## config.mk

```make
export PLATFORM = sky130hd
export DESIGN_NAME = uart_rx_arbiter
export DESIGN_NICKNAME = d
export VERILOG_FILES = /design/src/rtl/uart_rx_arbiter.sv
export SDC_FILE = /design/constraint.sdc
export NUM_CORES = 1
export LEC_CHECK = 0
export CELL_PAD_IN_SITES_DETAIL_PLACEMENT = 0
export CELL_PAD_IN_SITES_GLOBAL_PLACEMENT = 1
export CORE_UTILIZATION = 40
export DETAILED_ROUTE_END_ITERATION = 10
export PLACE_DENSITY_LB_ADDON = 0.1
export SLEW_MARGIN = 5
export SYNTH_ARGS = -nofsm -noshare
export SYNTH_HDL_FRONTEND = slang
export SYNTH_SLANG_ARGS = --single-unit
```

## constraint.sdc

```tcl
create_clock -name CLK -period 3.65 [get_ports CLK]
set_clock_uncertainty 0.15 [all_clocks]
set_input_delay 0.73 -clock CLK [delete_from_list [all_inputs] [get_ports CLK]]
set_output_delay 0.73 -clock CLK [all_outputs]
set_load 0.01 [all_outputs]
```

## src/rtl/uart_rx_arbiter.sv

```systemverilog
// Round-robin arbiter that funnels NUM_CH UART receive channels into one
// valid/ready byte stream, with per-channel holding registers and overrun flags.
//
// state  | meaning
// EMPTY  | output register holds no byte (out_valid=0)
// LOADED | output register holds a byte waiting for the consumer (out_valid=1)
module uart_rx_arbiter #(
  parameter int NUM_CH = 4,
  parameter int CH_W   = 2,
  parameter int DATA_W = 8
) (
  input  logic                     CLK,
  input  logic                     RST,
  input  logic                     en,
  input  logic [NUM_CH-1:0]        ch_valid,
  input  logic [NUM_CH*DATA_W-1:0] ch_data,
  input  logic [NUM_CH-1:0]        ovr_clr,
  input  logic                     out_ready,
  output logic                     out_valid,
  output logic [DATA_W-1:0]        out_data,
  output logic [CH_W-1:0]          out_ch,
  output logic [NUM_CH-1:0]        hold_full,
  output logic [NUM_CH-1:0]        ovr_flag
);

  typedef enum logic {EMPTY = 1'b0, LOADED = 1'b1} slot_e;

  slot_e             state_q;
  logic [DATA_W-1:0] out_data_q;
  logic [CH_W-1:0]   out_ch_q;
  logic [CH_W-1:0]   rr_last_q;

  logic [NUM_CH-1:0] hold_full_q, hold_full_d;
  logic [DATA_W-1:0] hold_data_q [NUM_CH];
  logic [DATA_W-1:0] hold_data_d [NUM_CH];
  logic [NUM_CH-1:0] ovr_q, ovr_d;

  logic              out_free;
  logic              grant_vld;
  logic [CH_W-1:0]   grant_idx;
  logic [NUM_CH-1:0] drain;
  int                cand;

  // Walk the search order backwards so the last hit is the first full channel after rr_last.
  always_comb begin
    out_free  = (state_q == EMPTY) || out_ready;
    grant_vld = 1'b0;
    grant_idx = '0;
    cand      = 0;
    if (en && out_free) begin
      for (int off = NUM_CH; off >= 1; off--) begin
        cand = (int'(rr_last_q) + off) % NUM_CH;
        if (hold_full_q[cand]) begin
          grant_vld = 1'b1;
          grant_idx = CH_W'(cand);
        end
      end
    end
  end

  always_comb begin
    hold_full_d = hold_full_q;
    hold_data_d = hold_data_q;
    ovr_d       = ovr_q & ~ovr_clr;
    drain       = '0;
    for (int i = 0; i < NUM_CH; i++) begin
      drain[i] = grant_vld && (grant_idx == CH_W'(i));
      if (ch_valid[i]) begin
        if (!hold_full_q[i] || drain[i]) begin
          hold_data_d[i] = ch_data[i*DATA_W +: DATA_W];
          hold_full_d[i] = 1'b1;
        end else begin
          ovr_d[i] = 1'b1;
        end
      end else if (drain[i]) begin
        hold_full_d[i] = 1'b0;
      end
    end
  end

  always_ff @(posedge CLK) begin
    if (RST) begin
      hold_full_q <= '0;
      ovr_q       <= '0;
      for (int i = 0; i < NUM_CH; i++) hold_data_q[i] <= '0;
    end else begin
      hold_full_q <= hold_full_d;
      ovr_q       <= ovr_d;
      hold_data_q <= hold_data_d;
    end
  end

  // A grant can only happen when the slot is free, so both states load on grant.
  always_ff @(posedge CLK) begin
    if (RST) begin
      state_q    <= EMPTY;
      out_data_q <= '0;
      out_ch_q   <= '0;
      rr_last_q  <= CH_W'(NUM_CH - 1);
    end else begin
      case (state_q)
        EMPTY: begin
          if (grant_vld) begin
            state_q    <= LOADED;
            out_data_q <= hold_data_q[grant_idx];
            out_ch_q   <= grant_idx;
            rr_last_q  <= grant_idx;
          end
        end
        LOADED: begin
          if (grant_vld) begin
            out_data_q <= hold_data_q[grant_idx];
            out_ch_q   <= grant_idx;
            rr_last_q  <= grant_idx;
          end else if (out_ready) begin
            state_q <= EMPTY;
          end
        end
        default: state_q <= EMPTY;
      endcase
    end
  end

  assign out_valid = (state_q == LOADED);
  assign out_data  = out_data_q;
  assign out_ch    = out_ch_q;
  assign hold_full = hold_full_q;
  assign ovr_flag  = ovr_q;

endmodule

```

; Word level (Yosys, flattened, before mapping)
; Cells that the tools add are included.
[totals]
reg_bits = 53
input_bits = 44
output_inout_bits = 19
wordCells = 119
[op_classes]
n_addsub = 4
magnitude_cmp = 5
eq_ne = 7
mux = 51
bitwise = 8
n_reduce_logical = 31
[ops]
columns = op, count
row1 = 1-bit 2-to-1 mux, 36
row2 = 8-bit 2-to-1 mux, 3
row3 = 8-bit binary-select mux with 2-bit select, 1
row4 = "3-bit by 4-bit less-than comparator with 1-bit output, second input constant", 4
row5 = 2-bit AND reduction, 8
row6 = 2-bit 2-to-1 mux, 6
row7 = 1-bit binary-select mux with 2-bit select, 4
row8 = "2-bit by 1-bit inequality test with 1-bit output, second input constant", 4
row9 = 2-bit nonzero test, 4
row10 = 2-bit OR reduction, 4
row11 = 1-bit logical AND, 5
row12 = 1-bit logical OR, 5
row13 = "2-bit by 1-bit adder with 2-bit output, second input constant", 2
row14 = "2-bit adder, second input constant", 2
row15 = "1-bit bitwise AND, first input constant", 4
row16 = 4-bit bitwise AND, 1
row17 = "2-bit equality test, second input constant", 2
row18 = 1-bit zero test, 4
row19 = 4-bit inverter, 1
row20 = "3-bit >= comparator, second input constant", 1
row21 = 2-bit inverter with 3-bit output, 1
row22 = "2-bit by 1-bit equality test with 1-bit output, second input constant", 1
row23 = 2-bit zero test, 1
row24 = 1-bit one-hot mux with 2 select lines, 1
row25 = 1-bit inverter, 1

; Longest topological paths before layout
[depth]
ltp_word = 16
depth_mapped = 7
mapped_depth_nobuf = 5

; Worst setup path after synthesis
; No wires, ideal clock.
[synth_path]
path_type = in2reg
startpoint = input port out_ready
endpoint = register hold_data_q[24] (netlist bit)
setup_time_ns = 0.072
t_arrival_ns = 1.827
t_required_ns = 3.428
path_slack_ns = 1.602
cell_stages = 5
path_buffers = 0
cell_sequence = nand2b_1 -> o2111ai_1 -> or3_4 -> o22ai_4 -> mux2i_1
[synth_between]
elab_chain_len = 7
elab_cells_between_ends = 8
cone_classes = 2 x mux / 6 x reduce/logical
[synth_lines]
columns = item, line
row1 = start: declaration, 18  ; input logic out_ready,
row2 = 1-bit logical OR (*), 46  ; out_free = (state_q == EMPTY) || out_ready;
row3 = 1-bit logical AND (*), 50  ; if (en && out_free) begin
row4 = 2-bit 2-to-1 mux, 50
row5 = 2-bit zero test, 67  ; drain[i] = grant_vld && (grant_idx == CH_W'(i));
row6 = 1-bit logical AND (*), 67
row7 = 1-bit logical OR (*), 69  ; if (!hold_full_q[i] || drain[i]) begin
row8 = 2-bit AND reduction (no line) (*), --
row9 = end signal: assignment, 89  ; hold_data_q <= hold_data_d;
row10 = end: declaration, 34  ; logic [DATA_W-1:0] hold_data_q [NUM_CH];
; Every way passes the cells marked *; elsewhere a longest branch is shown, timed or not.
; A chain may end at the register's enable or synchronous reset.

; Worst setup path in the final report
[layout_path]
startpoint = input port out_ready
endpoint = register hold_data_q[15] (netlist bit)
[layout_between]
elab_chain_len = 7
elab_cells_between_ends = 8
cone_classes = 1 x eq/ne / 2 x mux / 5 x reduce/logical
[layout_lines]
columns = item, line
row1 = 1-bit logical OR (*), 46
row2 = 1-bit logical AND (*), 50
row3 = 2-bit 2-to-1 mux, 50
row4 = 2-bit equality test, 67
row5 = 1-bit logical AND (*), 67
row6 = 1-bit logical OR (*), 69
row7 = 2-bit AND reduction (no line) (*), --
; Marked as above.

==> reports/metrics.csv <==
metric,value,unit
status,finished clean,
total_congestion_overflow_after_global_routing,0,
worst_setup_path_start_kind,primary input,
r2r_cells,5,
starting_density_of_the_core,0.4261,
worst-r2r-setup-slack,1.41,ns
postPlaceCellArea,3234,sq um
grt_pass1_vias,1878,
leakagePower,1.235,nW
power_density,383.7,nW/um^2
synth_warnings,0,
final_util,0.5479,
clock-root-buffer,sky130_fd_sc_hd__clkbuf_8,
worstSkewPairLatency,0.30,ns
max-slew-margin-rel,0.4668,
cts_tree,built,
drt-initial-drc-count,95,
startpoint,out_ready,
synth.yosys.seq_area_share,0.4109,
max-vdd-ir-drop,0.2022,mV
post_drt_via_cell_ratio,5.147,
synth_area_per_cell,9.709,sq um
share_of_synthesized_registers_carrying_an_async_set_or_reset,0,
yosys.cell_count.top_type,sky130_fd_sc_hd__nand2b_1,
synth_nets,310,
ctsResizeCount,0,
antennaDiodeCount,0,
grt_pass1_wl,9.335,mm
synth_enable_flop_cells,0,
dieWidth,82.35,um
final_cells,394,
synth.ff_latch_count,53,
synthDistinctLibCells,39,
grt_antenna_before_repair,0,
die_area,6782,sq um
type_of_the_worst_setup_path,in2reg,
final-setup-viol-count,0,
drt-pass1-iter-count,4,
buffer_ports.inserted,62,
boundaryPins,63,
timing.setup.tns,0,ns
globalplace.congestion,0.7600,
finalHoldViolCount,0,
final_max_slew_viol_count,0,
proportion_of_layout_cells_with_a_drive_suffix_above_1,0.06583,
fp.dieH,82.35,um
place_inst,387,
timing.critical_path.required,3.68,ns
synthesis.area,2582,sq um
post-route-worst-setup-slack,1.177,ns
layout_worst_path_cycle_share,0.6775,
cp_max_fo,11,
final_standard_cell_area_without_fillers,3321,sq um
largest_net_degree_at_the_start_of_global_routing,61,
worstPathCellList,clkdlybuf4s50_1 -> nand2b_1 -> o2111ai_1 -> o41ai_1 -> buf_4 -> and2_1 -> o21ai_0,
post-route-drc-count,0,
cts_inserted_buffers,5,
max_freq,0.4044,GHz
hold_path.class,reg2reg,
totalWireLength,5.687,mm
wl_per_cell,14.43,um
cts.htree.levels,2,
worstReg2RegStart,rr_last_q[1]$_SDFFE_PP1P_,
synth.area.top_cells,"sky130_fd_sc_hd__dfxtp_1 41%, sky130_fd_sc_hd__mux2i_1 16%, sky130_fd_sc_hd__nand2b_1 15%",
area_delta_synth_final,28.59,%
final_net_count,363,
grt.total_usage,0.1837,
rsz0062_at_grt,no,
slowest_stage,sky130_fd_sc_hd__clkdlybuf4s50_1,
dp_hpwl,4.060,mm
place_worst_setup_slack,0.8292,ns
fin_worst_hold_slack,0.3235,ns
cts_max_path_buffers,2,
timing.critical_path.to,hold_data_q[15]$_SDFFE_PP0P_,
final_ant_viol_nets,0,
critPathArrivalTime,2.50,ns
finalWorstPathRequiredPeriod,2.473,ns
design_power_total,1.274,mW
post-synth-top-area-fraction,0.4109,
critical_path.reg2reg.endpoint,out_data[0]$_SDFFE_PP0P_,
ys_top_cells_by_count,"61 x sky130_fd_sc_hd__nand2b_1, 53 x sky130_fd_sc_hd__dfxtp_1, 41 x sky130_fd_sc_hd__mux2i_1, 12 x sky130_fd_sc_hd__clkbuf_1",
vias,2028,
endpoint_kind,register,
cts.repair_timing.setup_buffer_count,0,
worstMarginPinSlew,0.7998,ns
clkSlewWorstSetupHoldPaths,0.09,ns
placeableCoreArea,6061,sq um
numClockSinks,53,
yosys.area.top_type,sky130_fd_sc_hd__dfxtp_1,
postSynthCellCount,266,
fp-row-count,28,
drv.max_cap_violation_count,0,
post_cts_hold_buffer_count,0,
critPathMaxStageDelay,0.44,ns
synthFlopType,sky130_fd_sc_hd__dfxtp_1,
==> final cells by class <==
cell class / instances / area (sq um)
Timing Repair Buffer: 66 / 645.6
Inverter: 5 / 18.77
Tap cell: 75 / 93.84
Multi-Input combinational cell: 188 / 1415
Clock buffer: 7 / 86.33
Fill cell: 577 / 2740
Sequential cell: 53 / 1061
==> how the worst min path moves through the flow <==
| stage | start | to | slack (ns) | cells after the start |
|---|---|---|---|---|
| floorplan | hold_data_q[11]$_SDFFE_PP0P_ | hold_data_q[11]$_SDFFE_PP0P_ | 0.29 | 2 |
| global placement | out_ch[0]$_SDFFE_PP0P_ | out_ch[0]$_SDFFE_PP0P_ | 0.30 | 2 |
| detailed placement | out_ch[0]$_SDFFE_PP0P_ | out_ch[0]$_SDFFE_PP0P_ | 0.31 | 2 |
| CTS | hold_data_q[11]$_SDFFE_PP0P_ | hold_data_q[11]$_SDFFE_PP0P_ | 0.33 | 2 |
| global route | hold_data_q[0]$_SDFFE_PP0P_ | hold_data_q[0]$_SDFFE_PP0P_ | 0.34 | 2 |
| finish | out_ch[0]$_SDFFE_PP0P_ | out_ch[0]$_SDFFE_PP0P_ | 0.32 | 2 |
==> critical path, delay by kind of cell <==
family,cells,cell delay (ns)
AO/OA/AOI/OAI,3,0.66
buffers and inverters,2,0.67
AND/OR/NAND/NOR,2,0.44
==> sequential cells by signal, summed over array words and instances, names as in the netlist <==
signal       count
out_ch           2
ovr_flag         4
hold_full        4
rr_last_q        2
out_data         8
hold_data_q     32
out_valid        1
==> power by group <==
part | switching [mW] | internal (mW)
Combinational | 0.129 | 0.156
Sequential | 0.0364 | 0.621
Clock | 0.180 | 0.151
==> cells in the final DEF, fill, tap and decap left out, types with 2 or more instances in the layout <==
cell and instances:
sky130_fd_sc_hd__buf_4 4, sky130_fd_sc_hd__o21ai_1 3, sky130_fd_sc_hd__o221ai_1 8, sky130_fd_sc_hd__a21oi_1 10, sky130_fd_sc_hd__mux2i_1 41, sky130_fd_sc_hd__nand3_1 3, sky130_fd_sc_hd__nand3b_1 10, sky130_fd_sc_hd__inv_1 5
sky130_fd_sc_hd__o41ai_1 2, sky130_fd_sc_hd__nand2_1 3, sky130_fd_sc_hd__dfxtp_1 53, sky130_fd_sc_hd__o31ai_1 3, sky130_fd_sc_hd__nand4b_1 8, sky130_fd_sc_hd__nor2_1 4, sky130_fd_sc_hd__or3b_2 2, sky130_fd_sc_hd__o211ai_1 2
sky130_fd_sc_hd__o21ai_0 8, sky130_fd_sc_hd__and2_1 2, sky130_fd_sc_hd__clkdlybuf4s50_1 61, sky130_fd_sc_hd__nand2b_1 61, sky130_fd_sc_hd__clkbuf_8 6
==> kinds of logic (layout without fill, tap and decap cells) <==
family,count (synthesis),count (layout),share of synthesized area
xor+xnor,1,1,0.003392
mux,42,42,0.1633
flops,53,53,0.4109
simple gates,100,100,0.2548
buf+inv,25,78,0.04118
compound gates,45,45,0.1265
==> layer usage <==
layer / vias to the layer above / share of wire / track usage / routed length (um)
met5: - / 0 / 0 / 0
met4: 0 / 0.0074 / 0.04211 / 42
met3: 4 / 0.053 / 0.04176 / 299
met2: 47 / 0.45 / 0.2793 / 2582
met1: 931 / 0.49 / 0.2621 / 2762
li1: 1046 / - / - / -
Note: power is estimated with default switching activity, not from simulation.
